**config.mk**
```make
export PLATFORM = sky130hd
export DESIGN_NAME = roundrobin_demux
export DESIGN_NICKNAME = d
export VERILOG_FILES = /design/src/rtl/roundrobin_demux.sv
export SDC_FILE = /design/constraint.sdc
export NUM_CORES = 1
export LEC_CHECK = 0
export ABC_AREA = 1
export BUFFER_PORTS_ARGS = -buffer_cell sky130_fd_sc_hd__buf_2
export CORE_MARGIN = 10
export CORE_UTILIZATION = 40
export CTS_CLUSTER_SIZE = 20
export DETAILED_ROUTE_END_ITERATION = 16
export GPL_TIMING_DRIVEN = 1
export PLACE_DENSITY_LB_ADDON = 0.08
export SLEW_MARGIN = 20
export SYNTH_ARGS = -nofsm -noshare
export SYNTH_HDL_FRONTEND = slang
export SYNTH_SLANG_ARGS = --single-unit
export TNS_END_PERCENT = 100
```
**constraint.sdc**
```tcl
create_clock -name clock -period 5.6 [get_ports clock]
set_input_delay 0.84 -clock clock [delete_from_list [all_inputs] [get_ports clock]]
set_output_delay 0.84 -clock clock [all_outputs]
set_load 0.01 [all_outputs]
```
**src/rtl/roundrobin_demux.sv**
```systemverilog
`default_nettype none
// ============================================================================
// roundrobin_demux : tagged single stream steered into MUXOUT show-ahead FIFOs
// Rev 1.0
// ============================================================================
module roundrobin_demux #(
  parameter int WIDTH  = 16,
  parameter int DEPTH  = 8,
  parameter int MUXOUT = 2
) (
  input  logic                      clock,
  input  logic                      reset_n,
  input  logic [WIDTH-1:0]          din,
  input  logic [$clog2(MUXOUT)-1:0] dest,
  input  logic                      nd,
  output logic [WIDTH-1:0]          dout [0:MUXOUT-1],
  output logic [MUXOUT-1:0]         dval,
  input  logic [MUXOUT-1:0]         ack,
  output logic [MUXOUT-1:0]         full,
  output logic [15:0]               drop_count,
  output logic [15:0]               bad_dest_count
);

  localparam int DEST_W = $clog2(MUXOUT);
  localparam int PTR_W  = $clog2(DEPTH);
  localparam int CNT_W  = PTR_W + 1;
  localparam logic [CNT_W-1:0] CNT_FULL = CNT_W'(DEPTH);
  localparam logic [15:0]      SAT_MAX  = 16'hFFFF;

  logic              stg_valid_q, stg_valid_d;
  logic [WIDTH-1:0]  stg_data_q,  stg_data_d;
  logic [DEST_W-1:0] stg_dest_q,  stg_dest_d;
  logic [15:0]       drop_q,      drop_d;
  logic [15:0]       bad_q,       bad_d;

  logic              dest_ok;
  logic [MUXOUT-1:0] wr_any;
  logic              overflow;
  logic              bad_word;

  // Input stage: one word accepted every cycle nd is high, no back-pressure.
  always_comb begin
    stg_valid_d = nd;
    stg_data_d  = stg_data_q;
    stg_dest_d  = stg_dest_q;
    if (nd) begin
      stg_data_d = din;
      stg_dest_d = dest;
    end
  end

  always_ff @(posedge clock or negedge reset_n) begin
    if (!reset_n) begin
      stg_valid_q <= 1'b0;
      stg_data_q  <= '0;
      stg_dest_q  <= '0;
    end else begin
      stg_valid_q <= stg_valid_d;
      stg_data_q  <= stg_data_d;
      stg_dest_q  <= stg_dest_d;
    end
  end

  assign dest_ok  = (int'(stg_dest_q) < MUXOUT);
  assign bad_word = stg_valid_q && !dest_ok;
  assign overflow = stg_valid_q && dest_ok && (wr_any == '0);

  for (genvar k = 0; k < MUXOUT; k++) begin : g_chan
    logic [WIDTH-1:0] mem_q [DEPTH];
    logic [PTR_W-1:0] wr_ptr_q, wr_ptr_d;
    logic [PTR_W-1:0] rd_ptr_q, rd_ptr_d;
    logic [CNT_W-1:0] count_q,  count_d;
    logic             sel;
    logic             pop_en;
    logic             wr_en;

    assign sel    = stg_valid_q && (stg_dest_q == DEST_W'(k));
    assign pop_en = ack[k] && (count_q != '0);
    // A full channel still takes the word when its head leaves on the same edge.
    assign wr_en  = sel && ((count_q != CNT_FULL) || pop_en);
    assign wr_any[k] = wr_en;

    always_comb begin
      wr_ptr_d = wr_ptr_q;
      rd_ptr_d = rd_ptr_q;
      count_d  = count_q;
      if (wr_en)  wr_ptr_d = wr_ptr_q + PTR_W'(1);
      if (pop_en) rd_ptr_d = rd_ptr_q + PTR_W'(1);
      case ({wr_en, pop_en})
        2'b10:   count_d = count_q + CNT_W'(1);
        2'b01:   count_d = count_q - CNT_W'(1);
        default: count_d = count_q;
      endcase
    end

    always_ff @(posedge clock or negedge reset_n) begin
      if (!reset_n) begin
        wr_ptr_q <= '0;
        rd_ptr_q <= '0;
        count_q  <= '0;
      end else begin
        wr_ptr_q <= wr_ptr_d;
        rd_ptr_q <= rd_ptr_d;
        count_q  <= count_d;
      end
    end

    always_ff @(posedge clock) begin
      if (wr_en) mem_q[wr_ptr_q] <= stg_data_q;
    end

    assign dout[k] = mem_q[rd_ptr_q];
    assign dval[k] = (count_q != '0);
    assign full[k] = (count_q == CNT_FULL);
  end

  always_comb begin
    drop_d = drop_q;
    bad_d  = bad_q;
    if (overflow && (drop_q != SAT_MAX)) drop_d = drop_q + 16'd1;
    if (bad_word && (bad_q != SAT_MAX))  bad_d  = bad_q + 16'd1;
  end

  always_ff @(posedge clock or negedge reset_n) begin
    if (!reset_n) begin
      drop_q <= '0;
      bad_q  <= '0;
    end else begin
      drop_q <= drop_d;
      bad_q  <= bad_d;
    end
  end

  assign drop_count     = drop_q;
  assign bad_dest_count = bad_q;

endmodule
`default_nettype wire

```
==> flow_metrics.tcl, run 1 <==
set metrics [dict create \
    fill_cells 2887 \
    drv_slew 0 \
    swShare_pct 35.1 \
    cp_slowest_stage_delay_ps 980 \
    worstSetupStartpointType "register" \
    required_ps 4760 \
    layout-drive-gt1-share_pct 15.1 \
    crit_family "flip-flops" \
    antenna_found_initial 0 \
    ys_ff_latch 310 \
    drt_pass1_iterations 5 \
    drv_cap 0 \
    setup.worst_path.end_class "output port" \
    tightest_slew_ps 927 \
    wl_per_cell_um 18.7 \
    critical_path_arrival_ps 2910 \
    die_y_um 200 \
    wirelength_um 30500 \
    seq_area_frac_synth_pct 69.5 \
    final_cell_mix "edfxtp_1 (256), nand2_1 (207), nor2_1 (165), o21ai_0 (112), buf_2 (73)" \
    worstPathMaxFanout 49 \
    ys_async_sr_fraction_pct 17.4 \
    port_buffers 73 \
    final_antenna_net_count 0 \
    grt_pass1_wl_um 47800 \
    ctsRootBufferMaster "clkbuf_16" \
    die_area_um2 40100 \
    irDropWorstVdd_uv 370 \
    status "finished, final reports clean" \
    p_int_uw 4880 \
    clk_pin_slew_worst_paths_ps 60 \
    cts_tree "built" \
    synth_flop_cell "edfxtp_1" \
    postCtsSetupRepairBufs 0 \
    slew_headroom_pct 38.2 \
    slowest_stage "dfrtp_2" \
    grt_util_all_layers_pct 14.9 \
    synth-edff-count 256 \
    final_common_cell "edfxtp_1" \
    critical_path_buf_inv_count 2 \
    viasPerCell 4.93 \
    syn_to_final_growth_pct 14.5 \
    syn_avg_cell_area_um2 12.0 \
    leakagePower_uw 0.00571 \
    crit_path_cell_trace "inv_2 > o21ai_0 > o21ai_0 > nand2_1 > nand2_1 > buf_2" \
    insertion_delay_ps 520 \
    ff_latch_area_um2 9050 \
    grt_pass1_vias 8038 \
    cts_buffer_depth 3 \
    start_util_pct 40.9 \
    place_congestion 0.797 \
    setup_tns_ps 0 \
    rsz0062_at_grt "no" \
    grt_max_degree 67 \
    seqPwrFrac_pct 42.7 \
    syn_inst 1087 \
    die_w_um 200 \
    cts.repair.resized 0 \
    finalClockSkew_ps 18.4 \
    drc 0 \
    power.density_nw_per_um2 506 \
    fp.coreArea_um2 31800 \
    fin_util_pct 46.8 \
    hold_viol 0 \
    vias 8027 \
    drtIter0Drc 432 \
    dpl.hpwl_um 18300 \
    antenna-diode-count 0 \
    nNetsFinal 1202 \
    multiInputGateArea_um2 3500 \
    htree_levels 2 \
    grt_overflow 0 \
    timing.fmax_mhz 267 \
    cts.sinks 310 \
    yosys_warnings 0 \
    post-route-min-period_ps 3750 \
    worstHoldPathType "in2async" \
    cts_buffers 36 \
    synth_area_um2 13000 \
    setup_violations 0 \
    power.share.clock_pct 29.3 \
    p_sw_uw 2640 \
    synthDistinctLibCells 37 \
    rows 65 \
    io_pins 90 \
    combinationalPowerShare_pct 28.0 \
    cts_hold_buf 0 \
    period_share_pct 66.9 \
    crit_type "reg2out" \
]
metal layers:
layer	wire length [µm]	vias up	track usage [%]
met4	452	0	3.33
met2	13800	166	23.5
met5	0	-	0
li1	-	3926	-
met3	1620	39	2.87
met1	14600	3896	20.9
logic make-up after synthesis:
group / after synthesis / synth area share [%]
xor gates and xnor gates: 18 / 1.21
DFF: 310 / 69.5
and+or+nand+nor: 419 / 13.1
buffers and inverters: 105 / 3.93
AOI/OAI and AO/OA: 173 / 7.02
muxes: 49 / 3.94
adders and majority gates: 12 / 1.27
other: 1 / 0.0289
stage by stage:
step	worst slack, ps	hold slack [ps]	total power (µW)	area, µm²	std cells
3_5_place_dp	2350	522	5410	13800	1565
4_1_cts	1790	496	7640	14900	1627
5_1_grt	1600	540	8030	14900	1627
2_1_floorplan	3140	492	4610	13100	1102
6_report	1850	480	7520	14900	1627
3_3_place_gp	2350	520	5400	13800	1565
flip-flops by register name, summed over array words and instances (netlist names):
signal	cells
g_chan.rd_ptr_q	6
g_chan.wr_ptr_q	6
g_chan.count_q	8
stg_dest_q	1
drop_count	16
stg_data_q	16
g_chan.mem_q	256
stg_valid_q	1
power by group through the flow:
stage          sequential [µW]  combinational, µW  clock [µW]
2_1_floorplan             2980               1630           0
3_3_place_gp              3260               2140           0
3_5_place_dp              3260               2150           0
4_1_cts                   3220               2160        2260
5_1_grt                   3270               2420        2340
6_report                  3210               2110        2200
worst paths after layout:
path	startpoint	end	slack, ps	depth (start not counted)
max in group asynchronous	reset_n	g_chan[0].rd_ptr_q[1]$_DFFE_PN0P_	4570	2
worst min register to register	g_chan[1].wr_ptr_q[0]$_DFFE_PN0P_	g_chan[1].wr_ptr_q[0]$_DFFE_PN0P_	540	2
worst max-delay path	g_chan[0].rd_ptr_q[0]$_DFFE_PN0P_	dout[28]	1850	6
min in group clock	g_chan[1].wr_ptr_q[0]$_DFFE_PN0P_	g_chan[1].wr_ptr_q[0]$_DFFE_PN0P_	540	2
worst min-delay path	reset_n	g_chan[0].rd_ptr_q[0]$_DFFE_PN0P_	480	2
worst max register to register	g_chan[0].count_q[0]$_DFFE_PN0P_	g_chan[0].count_q[3]$_DFFE_PN0P_	3420	14
synthesized netlist by cell type, types with 8 or more instances:
cell type,count,area [µm²]
buf_1,8,30.0
buf_2,17,85.1
buf_4,23,173
clkbuf_1,16,60.1
dfrtp_1,54,1350
edfxtp_1,256,7690
ha_1,10,125
inv_1,31,116
mux2_2,17,191
mux2i_1,32,320
nand2_1,207,777
nand3_1,26,130
nor2_1,165,619
o21ai_0,112,561
o21ai_1,24,120
o22ai_1,32,200
xor2_1,12,105
final cells by class:
type                       instances  share of cell area, %
clock inverter                    17                  0.917
clock buffer                      45                   6.57
timing repair buffer              93                   3.47
tap                              435                   3.66
sequential                       310                   60.8
inverter                          40                   1.02
multi-input combinational        687                   23.6
Note: power is estimated with default switching activity, not from simulation.
==> run 2: changes to the inputs <==
--- a/config.mk
+++ b/config.mk
@@ -5,7 +5,7 @@
 export SDC_FILE = /design/constraint.sdc
 export NUM_CORES = 1
 export LEC_CHECK = 0
-export ABC_AREA = 1
+export ABC_AREA = 0
 export BUFFER_PORTS_ARGS = -buffer_cell sky130_fd_sc_hd__buf_2
 export CORE_MARGIN = 10
 export CORE_UTILIZATION = 40
==> constraint.sdc (replaced) <==
create_clock -name clock -period 3.9 [get_ports clock]
set_input_delay 0.585 -clock clock [delete_from_list [all_inputs] [get_ports clock]]
set_output_delay 0.585 -clock clock [all_outputs]
set_load 0.01 [all_outputs]
==> run 2 against run 1 <==
Cell count decreased by 30%; non-clock buffer count is 2 higher; power is 33% higher; via count decreased by 26%; die area decreased by 3.9%; critical path type unchanged; cell area decreased by 2.9%; synthesized area down 4.4%; utilization rose by 0.46 points; largest cell class unchanged; critical endpoint is now dout[16].
==> flow_metrics.tcl, run 2 <==
set metrics [dict create \
    status "finished, final reports clean" \
    placed_cells 1083 \
    critical_path_arrival_ps 2500 \
    largest_reg_flops 256 \
    top_layer "met5" \
    wirelength_um 25900 \
    die_area_um2 38500 \
    setup.worst_path.end_class "output port" \
    cts.sinks 310 \
    final_common_cell "edfxtp_1" \
    crit_path_cell_trace "buf_12 > mux4_2 > mux2_2 > buf_2" \
    post-route-min-period_ps 3090 \
    worstPathMaxFanout 20 \
    synth_compound_area_share_pct 0.845 \
    start_util_pct 40.6 \
    synthDistinctLibCells 42 \
    worstSetupStartpointType "register" \
    m1WireLength_um 11400 \
    synth_top_family_by_area "multiplexers" \
    crit_family "multiplexers" \
    nNetsFinal 758 \
    die_y_um 196 \
    antenna_found_initial 4 \
    ys_ff_latch 310 \
    ys_async_sr_fraction_pct 17.4 \
    leakagePower_uw 0.00512 \
    grt_max_degree 33 \
    cts_buffer_depth 3 \
    grt_overflow 0 \
    synth-simple-area-share_pct 3.96 \
    yosys_warnings 0 \
    fill_cells 2571 \
    synthTopCellsByArea "edfxtp_1 (62%), mux4_2 (12%), dfrtp_1 (11%)" \
    largest-register "g_chan.mem_q" \
    place_congestion 0.845 \
    insertion_delay_ps 500 \
    grt_pass1_wl_um 40400 \
    postCtsSetupRepairBufs 0 \
    grt_util_all_layers_pct 13.6 \
    cts_hold_buf 0 \
    hold_viol 0 \
    ctsRootBufferMaster "clkbuf_16" \
    cts_tree "built" \
    die_w_um 196 \
    rows 64 \
    wl_met2_um 12800 \
    dpl.hpwl_um 15900 \
    drtIter0Drc 200 \
    synth.area.mux_share_pct 16.8 \
    final_antenna_net_count 0 \
    seq_area_frac_synth_pct 72.7 \
    yosysTopAreaCell "edfxtp_1" \
    rsz0062_at_grt "no" \
    synth_area_um2 12400 \
    syn_inst 624 \
    power.density_nw_per_um2 693 \
    synth.top_cells.by_count "edfxtp_1 (256), mux4_2 (64), dfrtp_1 (54), mux2_2 (54), nand2_1 (22)" \
    cts.repair.resized 0 \
    synth_top_area_share_pct 61.8 \
    critical_path_buf_inv_count 2 \
    timing.fmax_mhz 324 \
    synthXorXnorAreaFrac_pct 1.97 \
    io_pins 90 \
    yosysMostFrequentCell "edfxtp_1" \
    htree_levels 2 \
    port_buffers 73 \
    crit_type "reg2out" \
    finalClockSkew_ps 14.4 \
    fp.coreArea_um2 30600 \
    vias 5926 \
    worstHoldPathType "in2async" \
    synth_fa_ha_area_share_pct 1.33 \
    grt_pass1_vias 6658 \
    drv_cap 0 \
    dr_wl_met3_um 1310 \
    synth_flop_cell "edfxtp_1" \
    required_ps 3310 \
    drc 0 \
    setup_violations 0 \
    clk_pin_slew_worst_paths_ps 60 \
    irDropWorstVdd_uv 294 \
    setup_tns_ps 0 \
    final_cell_mix "edfxtp_1 (256), buf_2 (73), mux4_2 (64), mux2_2 (54), dfrtp_1 (52)" \
    slew_headroom_pct 33.0 \
    drv_slew 0 \
    layout-drive-gt1-share_pct 37.5 \
    period_share_pct 79.1 \
    drt_pass1_iterations 4 \
    fin_cells 1147 \
    syn_to_final_growth_pct 16.2 \
    placed_cell_area_um2 13400 \
    wl_per_cell_um 22.6 \
    fin_area_um2 14500 \
    viasPerCell 5.17 \
    syn_avg_cell_area_um2 19.9 \
    synth-edff-count 256 \
    cp_slowest_stage_delay_ps 710 \
    tightest_slew_ps 1000 \
    slowest_stage "dfrtp_2" \
    cts_buffers 34 \
]
-- run 2: through the flow --
step	utilization (%)	hold slack, ps	setup slack (ps)	total power, µW
finish	47.2	160	815	10000
global route	47.2	217	635	10600
CTS	47.2	178	723	10200
detailed placement	43.8	479	1090	7190
global placement	43.8	476	1250	7110
floorplan	-	289	665	6210
-- run 2: final timing paths --
kind	start	endpoint	slack [ps]	depth (start not counted)
max	g_chan[0].rd_ptr_q[0]$_DFFE_PN0P_	dout[16]	810	4
min	reset_n	g_chan[0].count_q[2]$_DFFE_PN0P_	160	1
max reg2reg	g_chan[0].count_q[0]$_DFFE_PN0P_	g_chan[0].count_q[3]$_DFFE_PN0P_	1090	9
min reg2reg	g_chan[1].rd_ptr_q[0]$_DFFE_PN0P_	g_chan[1].rd_ptr_q[0]$_DFFE_PN0P_	480	1
max in group asynchronous	reset_n	g_chan[1].rd_ptr_q[0]$_DFFE_PN0P_	2870	2
min in group clock	din[7]	stg_data_q[7]$_DFFE_PN0P_	320	2
-- run 2: metal layers --
layer	vias to the layer above	track usage (%)
met5	-	0
met4	4	3.20
met3	40	3.70
met2	109	22.3
met1	3103	17.4
li1	2670	-
-- run 2: cell families (layout without fill, tap and decap cells) --
group           Yosys count  after routing
compound gates           12             12
xor+xnor                 28             28
fa+ha+maj                12             12
buf+inv                  56            166
flops                   310            310
mux                     122            122
other cells               1             18
simple gates             83             83
-- run 2: layout make-up --
type                    instances  area [µm²]  share of cell area (%)
inverters                      10        42.5                   0.294
clock inverters                14        86.3                   0.597
repair buffers                 95         547                    3.78
flip-flops and latches        310        9040                    62.6
clock buffers                  47         963                    6.67
multi-input cells             273        3270                    22.6
well taps                     396         495                    3.43
diodes                          2        5.00                  0.0346
-- run 2: power by group --
| group | switching, µW | total, µW | internal (µW) |
|---|---|---|---|
| combinational | 1190 | 2560 | 1370 |
| sequential | 461 | 4450 | 3990 |
| clock | 1210 | 2990 | 1790 |
-- run 2: worst register-to-register path, cell delays in order, from the launching register on --
cell and delay, ps:
dfrtp_1 420, nor4b_2 510, a21oi_1 240, inv_1 270
ha_1 280, ha_1 260, a21o_1 180, a21oi_1 190
mux2i_1 240, xnor2_1 130
